<file path="config.mk">
export PLATFORM = sky130hd
export DESIGN_NAME = modadd_prefix_pipe
export DESIGN_NICKNAME = d
export VERILOG_FILES = /design/src/rtl/modadd_prefix_pipe.sv
export SDC_FILE = /design/constraint.sdc
export NUM_CORES = 1
export LEC_CHECK = 0
export BUFFER_PORTS_ARGS = -buffer_cell sky130_fd_sc_hd__buf_2
export CORE_ASPECT_RATIO = 1.2
export CORE_MARGIN = 10
export CORE_UTILIZATION = 45
export CTS_CLUSTER_DIAMETER = 200
export CTS_CLUSTER_SIZE = 28
export DETAILED_ROUTE_END_ITERATION = 8
export HOLD_SLACK_MARGIN = 0.02
export PLACE_DENSITY = 0.78
export SYNTH_ARGS = -nofsm -noshare
export SYNTH_HDL_FRONTEND = slang
export SYNTH_SLANG_ARGS = --single-unit
</file>
<file path="constraint.sdc">
create_clock -name clk -period 1.7 [get_ports clk]
set_input_delay 0.17 -clock clk [delete_from_list [all_inputs] [get_ports clk]]
set_output_delay 0.17 -clock clk [all_outputs]
set_load 0.02 [all_outputs]
</file>
<file path="src/rtl/modadd_prefix_pipe.sv">
// Pipelined carry resolution and result select for the modular adder (A+B) mod (2^N_BITS - K_CONST).
// Resolves the plain and K-compensated carry chains with a Sklansky prefix network.
module modadd_prefix_pipe #(
  parameter int N_BITS  = 7,
  parameter int K_CONST = 20
) (
  input  logic              clk,
  input  logic              rst_n,
  input  logic              in_valid,
  output logic              in_ready,
  input  logic [N_BITS-1:0] in_g,
  input  logic [N_BITS-1:0] in_p,
  input  logic [N_BITS-1:0] in_h,
  input  logic [N_BITS-1:0] in_gp,
  input  logic [N_BITS-1:0] in_pp,
  input  logic [N_BITS-1:0] in_hp,
  input  logic              in_cs_cout,
  output logic              out_valid,
  input  logic              out_ready,
  output logic [N_BITS-1:0] out_sum,
  output logic              out_wrap
);

  localparam int LEVELS = (N_BITS > 1) ? $clog2(N_BITS) : 1;

  if (N_BITS < 2 || N_BITS > 32 || K_CONST < 1) begin : g_bad_params
    $error("modadd_prefix_pipe: N_BITS must be 2..32 and K_CONST positive");
  end

  // Sklansky prefix: at level l every bit with index bit l set absorbs the
  // group ending just below its 2^l-aligned block.
  function automatic logic [N_BITS-1:0] prefix_g(input logic [N_BITS-1:0] g,
                                                 input logic [N_BITS-1:0] p);
    logic [N_BITS-1:0] gg, pp, gn, pn;
    int j;
    gg = g;
    pp = p;
    for (int l = 0; l < LEVELS; l++) begin
      gn = gg;
      pn = pp;
      for (int i = 0; i < N_BITS; i++) begin
        if (((i >> l) & 1) == 1) begin
          j     = ((i >> l) << l) - 1;
          gn[i] = gg[i] | (pp[i] & gg[j]);
          pn[i] = pp[i] & pp[j];
        end
      end
      gg = gn;
      pp = pn;
    end
    return gg;
  endfunction

  logic              v1_q, v1_d, v2_q, v2_d, v3_q, v3_d;
  logic [N_BITS-1:0] g1_q, g1_d, p1_q, p1_d, h1_q, h1_d;
  logic [N_BITS-1:0] gp1_q, gp1_d, pp1_q, pp1_d, hp1_q, hp1_d;
  logic              cs1_q, cs1_d;
  logic [N_BITS-1:0] c0_q, c0_d, c1_q, c1_d, h2_q, h2_d, hp2_q, hp2_d;
  logic              cout2_q, cout2_d;
  logic [N_BITS-1:0] sum3_q, sum3_d;
  logic              wrap3_q, wrap3_d;
  logic              rdy1, rdy2, rdy3;
  logic [N_BITS-1:0] gpre0, gpre1;

  // Handshake: a stage may load whenever it is empty or the stage after it
  // can load this cycle; a transfer happens on valid & ready at the rising
  // edge. Ready ripples combinationally from out_ready so bubbles collapse.
  always_comb begin
    rdy3 = ~v3_q | out_ready;
    rdy2 = ~v2_q | rdy3;
    rdy1 = ~v1_q | rdy2;

    gpre0 = prefix_g(g1_q, p1_q);
    gpre1 = prefix_g(gp1_q, pp1_q);

    v1_d    = v1_q;
    g1_d    = g1_q;
    p1_d    = p1_q;
    h1_d    = h1_q;
    gp1_d   = gp1_q;
    pp1_d   = pp1_q;
    hp1_d   = hp1_q;
    cs1_d   = cs1_q;
    v2_d    = v2_q;
    c0_d    = c0_q;
    c1_d    = c1_q;
    h2_d    = h2_q;
    hp2_d   = hp2_q;
    cout2_d = cout2_q;
    v3_d    = v3_q;
    sum3_d  = sum3_q;
    wrap3_d = wrap3_q;

    if (rdy1) begin
      v1_d = in_valid;
      if (in_valid) begin
        g1_d  = in_g;
        p1_d  = in_p;
        h1_d  = in_h;
        gp1_d = in_gp;
        pp1_d = in_pp;
        hp1_d = in_hp;
        cs1_d = in_cs_cout;
      end
    end

    if (rdy2) begin
      v2_d = v1_q;
      if (v1_q) begin
        c0_d    = {gpre0[N_BITS-2:0], 1'b0};
        c1_d    = {gpre1[N_BITS-2:0], 1'b0};
        h2_d    = h1_q;
        hp2_d   = hp1_q;
        // Carry out of A+B+K: either the prefix chain or the carry-save row overflows.
        cout2_d = gpre1[N_BITS-1] | cs1_q;
      end
    end

    if (rdy3) begin
      v3_d = v2_q;
      if (v2_q) begin
        sum3_d  = cout2_q ? (hp2_q ^ c1_q) : (h2_q ^ c0_q);
        wrap3_d = cout2_q;
      end
    end
  end

  always_ff @(posedge clk or negedge rst_n) begin
    if (!rst_n) begin
      v1_q    <= 1'b0;
      g1_q    <= '0;
      p1_q    <= '0;
      h1_q    <= '0;
      gp1_q   <= '0;
      pp1_q   <= '0;
      hp1_q   <= '0;
      cs1_q   <= 1'b0;
      v2_q    <= 1'b0;
      c0_q    <= '0;
      c1_q    <= '0;
      h2_q    <= '0;
      hp2_q   <= '0;
      cout2_q <= 1'b0;
      v3_q    <= 1'b0;
      sum3_q  <= '0;
      wrap3_q <= 1'b0;
    end else begin
      v1_q    <= v1_d;
      g1_q    <= g1_d;
      p1_q    <= p1_d;
      h1_q    <= h1_d;
      gp1_q   <= gp1_d;
      pp1_q   <= pp1_d;
      hp1_q   <= hp1_d;
      cs1_q   <= cs1_d;
      v2_q    <= v2_d;
      c0_q    <= c0_d;
      c1_q    <= c1_d;
      h2_q    <= h2_d;
      hp2_q   <= hp2_d;
      cout2_q <= cout2_d;
      v3_q    <= v3_d;
      sum3_q  <= sum3_d;
      wrap3_q <= wrap3_d;
    end
  end

  assign in_ready  = rdy1;
  assign out_valid = v3_q;
  assign out_sum   = sum3_q;
  assign out_wrap  = wrap3_q;

endmodule

</file>
; ---- Word level (Yosys, flattened, before mapping)
; Cells that the tools add are included.
; Widths: inputs -> output; s select.
[word_totals]
ff_bits = 79
out_inout_bits = 10
elab_cells = 67
[classes]
muxes = 1
n_bitwise = 46
n_reduce_logical = 3
[ops]
columns = op, n
row1 = $and 1x1->1, 21
row2 = $or 1x1->1, 20
row3 = $xor 7x7->7, 2
row4 = $mux 7, 1
row5 = $reduce_and 2->1, 3
row6 = $not 1->1, 3

; ---- Depth between registers and ports, before layout
; Gate-level depths: netlist of run 1.
[logic_depth]
ltp_word = 7
depth_mapped = 6
ltp_nobuf = 4

; ---- Worst setup path before layout of run 1
; OpenSTA, ideal clock, no wires.
[synth_path]
path_kind = register to register
start = register v3_q, in the netlist out_valid
end = register g1_q[0]
arrival_time_ns = 1.488
t_required_ns = 1.575
setup_slack_ns = 0.087
stages_incl_launch_ff = 6
cell_sequence = dfrtp_1 nand4b_2 nand2_2 buf_6 buf_12 mux2_2
[synth_between]
elab_chain_len = 5
[synth_lines]
columns = item, line_no
row1 = "start, declared", 54  ; logic v1_q, v1_d, v2_q, v2_d, v3_q, v3_d;
row2 = "start signal, assigned", 162  ; v3_q <= v3_d;
row3 = $not 1->1, 69  ; rdy3 = ~v3_q | out_ready;
row4 = $or 1x1->1, 69
row5 = $or 1x1->1, 70  ; rdy2 = ~v2_q | rdy3;
row6 = $or 1x1->1, 71  ; rdy1 = ~v1_q | rdy2;
row7 = named net in_ready, 10  ; output logic in_ready,
row8 = $reduce_and 2->1 (no line), --
row9 = "end signal, assigned", 149  ; g1_q <= g1_d;
row10 = "end, declared", 55  ; logic [N_BITS-1:0] g1_q, g1_d, p1_q, p1_d, h1_q, h1_d;
; The timed path passes the listed nets, and every way through them passes these cells.
; A chain may end at the register's enable or synchronous reset.

; ---- Worst setup path after layout of run 1
[layout_path]
start = register v3_q, in the netlist out_valid
end = register c0_q[6]
[layout_between]
elab_chain_len = 4
[layout_lines]
columns = item, line_no
row1 = $not 1->1, 69
row2 = $or 1x1->1, 69
row3 = $or 1x1->1, 70
row4 = $reduce_and 2->1 (no line), --
row5 = "end signal, assigned", 139  ; c0_q <= '0;
row6 = "end signal, assigned", 157  ; c0_q <= c0_d;
row7 = "end, declared", 58  ; logic [N_BITS-1:0] c0_q, c0_d, c1_q, c1_d, h2_q, h2_d, hp2_q, hp2_d;
; No other way between the ends.

==> impl_results.md, run 1 <==
* Initial core utilization at 0.462
* FF/Latch Area at 0.00193 sq mm
* R2R Path Start: out_valid
* DR vias/cell at 4.89
* Async set-or-reset flop fraction in the synthesized netlist at 1.00
* F_max at 690 MHz
* TritonCTS Buffers at 9
* RSZ-0062 raised after global routing: false
* Final hold vios at 0
* Worst Tran Pin Value at 0.511 ns
* Primary FF master, synth: dfrtp_1
* Via count at 2,082
* Slowest cell on crit path: dfrtp_1
* DRT iter0 DRCs at 118
* Antenna violations before repair at 1
* P&R area growth vs syn at 17.6%
* Setup_tns at 0 ns
* Final ANT Viol Nets at 0
* Top-count cell post-synth: dfrtp_1
* Clock Latency Late Sink at 0.33 ns
* Maxcap violations at 0
* Die Y at 112 um
* Die area at 0.0108 sq mm
* Setup CP Type: reg -> reg
* Routed wire length at 6080 um
* Start point of the critical path: out_valid
* Synth Cell Area at 0.00317 sq mm
* Fill count at 630
* WP depth at 5
* Status: complete, no violations
* Largest net degree at the start of global routing at 41
* Post-synth top area cell: dfrtp_1
* Layout cells sized above 1 at 0.337
* Power Total at 0.00471 W
* Grt ovf at 0
* EDFF count, synth at 0
* Fin crit period at 1.45 ns
* Vias in the first global route at 2,276
* Buffers added on ports at 52
* Post-layout nets at 380
* P_leak at 1.78 nW
* Share of the synthesized area in the top cell type at 0.609
* Number of setup violations in the final report at 0
* Root Buffer: clkbuf_8
* Pins over their slew limit at 0
* Cells after Synth at 273
* # H-tree levels at 3
* Critical path's top delay family: simple AND/OR/NAND/NOR gates
* Die Width at 96.6 um
* Syn Area/Cell at 11.6 sq um
* Total track usage at 0.123
* Initial DRT Pass Iterations at 4
* Hold Path Class: in -> reg
* Hpwl dp at 4590 um
* Post-synthesis register bit count at 77
* Yosys warnings at 0
* Rows at 33
* WP data arrival at 1.70 ns
* Critical Path Start Type: register
* TritonCTS Sinks at 77
* Critical path buffers and inverters at 1
* Cell Chain, Critical Path: nand3b_1 -> and2_1 -> buf_4 -> nand3_1 -> o21ai_0
* Top post-synthesis cells by count: dfrtp_1 (77), nand2_1 (75), mux2_2 (40)
* DRC at 0
* I/O pins at 57
* Post-CTS Setup Bufs at 0
* Area of the multi-input gates at 0.00114 sq mm
* Reg-to-Reg End: c0_q[6]
* R2R depth at 5
* Worst EP required at 1.95 ns
* PwrDens at 1260 mW/mm^2
* Crit-path max FO at 7
* Core area at 0.00685 sq mm
* Post-synth net total at 320
* Routability cong. at 0.763
* R2R setup slack at 0.25 ns
* Worst VDD drop at 703 uV
* Critical path capture point: c0_q[6]
* Sequential-to-total area share from yosys stat at 0.609
* Drt wl/cell at 14.3 um
* Fin crit share at 0.852
* Clk buf depth at 2
* TritonCTS clock tree: done
* Clock skew at 0.00542 ns
* Critical Path Max Stage Delay at 0.42 ns
* Netlist cell types at 25
* Max_slew headroom at 0.659
* Endpoint class of the critical path: register
* Clock slew at reported path FFs at 0.07 ns
* Area contributors post-synth: dfrtp_1 (61%), mux2_2 (14%), nand2_1 (8.9%), o21ai_0 (2.2%), a21oi_1 (1.9%)
* First-pass GRT wire length at 10,600 um
## per-stage QoR
| stage | worst slack [ns] | hold slack (ns) | util | instance area, sq um | cells |
|---|---|---|---|---|---|
| 6_report | 0.252 | 0.0491 | 0.543 | 3720 | 426 |
| 5_1_grt | 0.124 | 0.0427 | 0.543 | 3720 | 426 |
| 3_5_place_dp | 0.261 | 0.175 | 0.516 | 3540 | 408 |
| 2_1_floorplan | 0.0871 | -0.126 | - | 3170 | 273 |
| 4_1_cts | 0.236 | 0.0362 | 0.543 | 3720 | 425 |
| 3_3_place_gp | 0.340 | 0.174 | 0.516 | 3540 | 408 |
## power by group
part | leakage (nW) | internal, W | switching (W)
Clock | 0.0877 | 0.000611 | 0.000590
Sequential | 0.903 | 0.00222 | 0.000257
Combinational | 0.792 | 0.000489 | 0.000542
Total | 1.78 | 0.00332 | 0.00139
## worst min-delay path by stage
stage / start / depth (start not counted) / end / slack [ns]
after floorplan: rst_n / 0 / c0_q[1] / -0.13
after global placement: rst_n / 1 / gp1_q[6] / 0.17
after detailed placement: rst_n / 1 / h1_q[6] / 0.18
after CTS: in_valid / 2 / v1_q / 0.04
after global routing: in_h[4] / 2 / h1_q[4] / 0.04
final: in_valid / 2 / v1_q / 0.05
## placed cells by master, fill, tap and decap left out, types with 2 or more instances in the layout
cell type and n:
a21oi_1 12, buf_12 2, buf_2 51, buf_4 7
clkbuf_1 4, clkbuf_8 11, dfrtp_1 77, inv_1 4
mux2_2 40, mux2i_1 3, nand2_1 75, nand2b_1 5
nand3_1 4, nor2_1 7, o21ai_0 14, xnor2_1 6
xor2_1 6
## kinds of logic after synthesis
group,share of synthesized area
xor gates and xnor gates,0.0332
and+or+nand+nor,0.125
buffers and inverters,0.0308
muxes,0.152
DFF,0.609
AOI/OAI and AO/OA,0.0510
## worst register-to-register path, cell delays in order (launching register included)
cell,delay (ns)
dfrtp_1,0.42
nand3b_1,0.15
and2_1,0.31
buf_4,0.21
nand3_1,0.10
o21ai_0,0.17
## sequential cells by signal, indices dropped and copies added, names as in the netlist
register / count
g1_q: 6
v1_q: 1
c1_q: 6
p1_q: 5
v2_q: 1
h1_q: 7
hp2_q: 7
cout2_q: 1
pp1_q: 6
out_valid: 1
hp1_q: 7
h2_q: 7
c0_q: 6
out_sum: 7
out_wrap: 1
cs1_q: 1
gp1_q: 7
## cell type report
type	count	area share
Sequential cell	77	0.517
Multi-Input combinational cell	180	0.306
Timing Repair Buffer	61	0.0961
Clock buffer	15	0.0447
Tap cell	87	0.0292
Inverter	4	0.00403
Clock inverter	1	0.00134
Antenna cell	1	0.000672
## timing repair
| item | in CTS | in global routing |
|---|---|---|
| hold buffers | 1 | 0 |
| hold endpoints to repair | 38 | 0 |
| resized for setup | 0 | 0 |
## layer usage
layer	wire, um	global-route usage
met5	0	0
met2	3110	0.196
met4	149	0.0670
met1	2510	0.143
met3	311	0.0376
(Power assumes the default switching activity.)
==> run 2, diff against run 1 <==
CORE_UTILIZATION = 55   (was 45)
PLACE_DENSITY = 0.9   (was 0.78)
==> impl_results.md, run 2 (synthesis gave the netlist of run 1 again) <==
* Critical Path Start Type: register
* Fin crit period at 1.51 ns
* Post-layout nets at 379
* Clock Latency Late Sink at 0.35 ns
* Post-CTS Setup Bufs at 0
* Diodes inserted at 0
* P_leak at 1.80 nW
* Sequential share of power at 0.493
* Setup_tns at 0 ns
* I/O pins at 57
* PwrDens at 1350 mW/mm^2
* DR vias/cell at 5.31
* TritonCTS Sinks at 77
* Most frequent cells in the layout: dfrtp_1 (77), nand2_1 (75), buf_2 (51)
* Layout cells sized above 1 at 0.345
* Hold path depth at 2
* Initial DRT Pass Iterations at 4
* Most common cell after layout, fill and taps aside: dfrtp_1
* Die Width at 89.3 um
* Fill count at 415
* Maxcap violations at 0
* Grt ovf at 0
* Clk pwr share at 0.296
* Post-route cell area at 0.00373 sq mm
* WP data arrival at 1.80 ns
* Worst VDD drop at 643 uV
* TritonCTS Buffers at 9
* Area of the multi-input gates at 0.00114 sq mm
* Placed inst area at 0.00350 sq mm
* R2R depth at 5
* Total track usage at 0.154
* FF/Latch Area at 0.00193 sq mm
* Switching power at 0.00149 W
* First-pass GRT wire length at 11,000 um
* Core area at 0.00563 sq mm
* Routability cong. at 0.774
* Hpwl dp at 4610 um
* Worst Tran Pin Value at 0.523 ns
* Clk buf depth at 2
* P&R area growth vs syn at 17.7%
* Drt wl/cell at 16.4 um
* # H-tree levels at 3
* Root Buffer: clkbuf_8
* Crit-path max FO at 15
* Clock slew at reported path FFs at 0.08 ns
* Switching share of power at 0.295
* Via count at 2,125
* Vias in the first global route at 2,321
* Die area at 0.00920 sq mm
* DRC at 0
* Number of setup violations in the final report at 0
* Status: complete, no violations
* Endpoint class of the critical path: register
* Buffers added on ports at 52
* Antenna violations before repair at 0
* Final hold vios at 0
* Int Pwr at 0.00355 W
* Largest net degree at the start of global routing at 41
* Max_slew headroom at 0.652
* DRT iter0 DRCs at 174
* Hold Path Class: in -> reg
* RSZ-0062 raised after global routing: false
* TritonCTS clock tree: done
* Pins over their slew limit at 0
* Die Y at 103 um
* Setup CP Type: reg -> reg
* Fin crit share at 0.891
* Combinational Power Share at 0.211
* Clock skew at 0.0136 ns
* Hold Slack at 0.0393 ns
* Initial core utilization at 0.562
* Final ANT Viol Nets at 0
* F_max at 660 MHz
* Worst EP required at 1.98 ns
* Rows at 30
* Routed wire length at 6540 um
[run 2: cell count changes in the layout (fill, tap and decap cells not counted)]
cell | previous run | this run
buf_4 | 7 | 6
bufinv_16 | 0 | 2
clkbuf_1 | 4 | 0
clkbuf_8 | 11 | 10
clkinv_2 | 1 | 3
diode_2 | 1 | 0
[run 2: path summary, 6_finish.rpt]
check	start	endpoint	slack, ns
max in group asynchronous	rst_n	h1_q[1]	0.83
min in group asynchronous	rst_n	g1_q[2]	0.34
max	out_valid	c1_q[4]	0.19
max reg2reg	out_valid	c1_q[4]	0.19
min reg2reg	h1_q[2]	h2_q[2]	0.47
min	in_valid	v1_q	0.04
[run 2: per-layer routing]
layer  wire [um]  GRT usage  share of wire
met5           0          0              0
met4         141     0.0699          0.022
met3         311     0.0348          0.048
met2        3470      0.266           0.53
met1        2620      0.177           0.40
[run 2: per-stage QoR]
stage | total power [W] | instances | setup slack [ns] | utilization
global placement | 0.00348 | 384 | 0.298 | 0.622
finish | 0.00504 | 400 | 0.185 | 0.662
CTS | 0.00507 | 400 | 0.192 | 0.662
floorplan | 0.00319 | 273 | 0.0871 | -
global route | 0.00532 | 400 | 0.100 | 0.662
detailed placement | 0.00358 | 384 | 0.230 | 0.622
[run 2: power groups by stage]
stage | combinational (W) | clock, W | sequential [W]
CTS | 0.00108 | 0.00150 | 0.00249
finish | 0.00106 | 0.00149 | 0.00249
global placement | 0.00100 | 0 | 0.00248
floorplan | 0.000636 | 0 | 0.00255
detailed placement | 0.00106 | 0 | 0.00252
global route | 0.00119 | 0.00159 | 0.00254
[run 2: area by class of cell]
| type | instances | share of cell area |
|---|---|---|
| inverters | 4 | 0.00403 |
| repair buffers | 60 | 0.0940 |
| well taps | 64 | 0.0215 |
| flip-flops and latches | 77 | 0.517 |
| clock buffers | 10 | 0.0369 |
| clock inverters | 5 | 0.0201 |
| multi-input cells | 180 | 0.306 |
[run 2: repair_timing]
action | in CTS | in global routing
endpoints found under the hold margin | 38 | 0
setup endpoints to repair | 0 | 0
gates resized for setup | 0 | 0
hold buffers | 1 | 0
[run 2: critical path, stage by stage (launching register included)]
cell,delay [ns]
dfrtp_1,0.42
nand3b_1,0.14
and2_1,0.40
buf_4,0.30
nand2_1,0.08
nand2_1,0.09
==> run 3, diff against run 2 <==
--- a/config.mk
+++ b/config.mk
@@ -14,3 +14,3 @@
 export DETAILED_ROUTE_END_ITERATION = 8
-export HOLD_SLACK_MARGIN = 0.02
+export HOLD_SLACK_MARGIN = 0.06
 export PLACE_DENSITY = 0.9
--- a/constraint.sdc
+++ b/constraint.sdc
@@ -3,2 +3,2 @@
 set_output_delay 0.17 -clock clk [all_outputs]
-set_load 0.02 [all_outputs]
+set_load 0.01 [all_outputs]
==> impl_results.md, run 3 (synthesis gave the netlist of run 1 again) <==
* Status: complete, no violations
* Grt ovf at 0
* Clock skew at 0.00634 ns
* Met2 GRT Util at 0.286
* Antenna violations before repair at 1
* Root Buffer: clkbuf_8
* Int Pwr at 0.00360 W
* DRC at 0
* P&R area growth vs syn at 28.3%
* Combinational Power Share at 0.211
* TritonCTS Buffers at 9
* Initial core utilization at 0.562
* Clock Latency Late Sink at 0.35 ns
* Clk buf depth at 2
* RSZ-0062 raised after global routing: false
* Switching power at 0.00145 W
* WP data arrival at 1.75 ns
* GRT met3 Usage at 0.0364
* Clock slew at reported path FFs at 0.07 ns
* First-pass GRT wire length at 12,100 um
* Sequential share of power at 0.493
* Buffers added on ports at 52
* Final ANT Viol Nets at 0
* TritonCTS clock tree: done
* DRT iter0 DRCs at 261
* TritonCTS Sinks at 77
* Routed wire length at 7240 um
* Pins over their slew limit at 0
* Worst EP required at 1.90 ns
* Setup CP Type: reg -> reg
* Initial DRT Pass Iterations at 4
* Most frequent cells in the layout: dfrtp_1 (77), nand2_1 (75), buf_2 (51)
* Hold Path Class: in -> reg
* Max_slew headroom at 0.639
* Fin crit period at 1.55 ns
* Drt wl/cell at 16.6 um
* Critical Path Start Type: register
* Number of setup violations in the final report at 0
* Die area at 0.00920 sq mm
* Critical Path Max Stage Delay at 0.52 ns
* Post-CTS Setup Bufs at 0
* Setup_tns at 0 ns
* Worst VDD drop at 647 uV
* Clk pwr share at 0.295
* Worst Tran Pin Value at 0.541 ns
* Power Total at 0.00506 W
* Largest net degree at the start of global routing at 41
* Crit-path max FO at 4
* Post-layout nets at 412
* # H-tree levels at 3
* Cell Chain, Critical Path: nand3b_1 -> nand2_1 -> a2111oi_1 -> o22ai_1
* Grt peak-use layer: met2
* Routability cong. at 0.774
* Die Y at 103 um
* Vias in the first global route at 2,514
* Hpwl dp at 4610 um
* I/O pins at 57
* Endpoint class of the critical path: register
* Maxcap violations at 0
* Rows at 30
* Met1 Usage GRT at 0.199
* Switching share of power at 0.288
* Core area at 0.00563 sq mm
* Layout cells sized above 1 at 0.314
* Total track usage at 0.170
* Via count at 2,332
* Fin crit share at 0.915
* PwrDens at 1240 mW/mm^2
* P_leak at 1.94 nW
* Final hold vios at 0
* DR vias/cell at 5.36
* Slowest cell on crit path: a2111oi_1
* F_max at 643 MHz
* Most common cell after layout, fill and taps aside: dfrtp_1
* Die Width at 89.3 um
==> run 3: stage by stage <==
step,setup WS [ns],cell area [sq um],hold slack (ns),util,cells
after floorplan,0.258,3170,-0.126,-,273
after global placement,0.298,3500,0.166,0.622,384
final,0.145,4060,0.0633,0.722,435
after CTS,0.192,4060,0.0610,0.720,433
after detailed placement,0.230,3500,0.174,0.622,384
after global routing,0.0204,4060,0.0690,0.721,434
==> run 3: power groups by stage <==
| stage | Combinational, W | Clock, W | Sequential (W) |
|---|---|---|---|
| 5_1_grt | 0.00120 | 0.00158 | 0.00255 |
| 2_1_floorplan | 0.000634 | 0 | 0.00248 |
| 3_5_place_dp | 0.000990 | 0 | 0.00252 |
| 3_3_place_gp | 0.000931 | 0 | 0.00248 |
| 6_report | 0.00107 | 0.00149 | 0.00249 |
| 4_1_cts | 0.00107 | 0.00150 | 0.00249 |
==> run 3: final timing paths <==
check                               from          to  slack, ns  cells after the start
max in group asynchronous          rst_n  out_sum[5]       0.84                      3
worst min register to register   h1_q[1]     h2_q[1]       0.48                      2
worst max register to register      v2_q     cout2_q       0.15                      4
worst max-delay path                v2_q     cout2_q       0.15                      4
min in group asynchronous          rst_n     g1_q[2]       0.33                      2
worst min-delay path            in_pp[2]    pp1_q[2]       0.06                      2
==> run 3: layer usage <==
layer | routed length, um | share of wire
met1 | 2840 | 0.39
met2 | 3810 | 0.53
met3 | 386 | 0.053
met4 | 207 | 0.029
met5 | 0 | 0
==> run 3: layout make-up <==
type                            instances  area, sq um
Timing Repair Buffer                   93          681
Inverter                                4         15.0
Tap cell                               64         80.1
Fill cell                             355         1570
Clock buffer                           10          138
Clock inverter                          5         75.1
Sequential cell                        77         1930
Multi-Input combinational cell        180         1140
Antenna cell                            2         5.00
==> run 3: what timing repair did <==
action | CTS | global route
resized for setup | 0 | 1
hold buffers | 34 | 0
setup endpoints to repair | 0 | 1
hold endpoints to repair | 71 | 0
==> run 3: worst max-delay path: cells and delay by family (launching register included) <==
kind	cells	cell delay (ns)
AND/OR/NAND/NOR	2	0.27
AO/OA/AOI/OAI	2	0.71
flip-flops	1	0.42
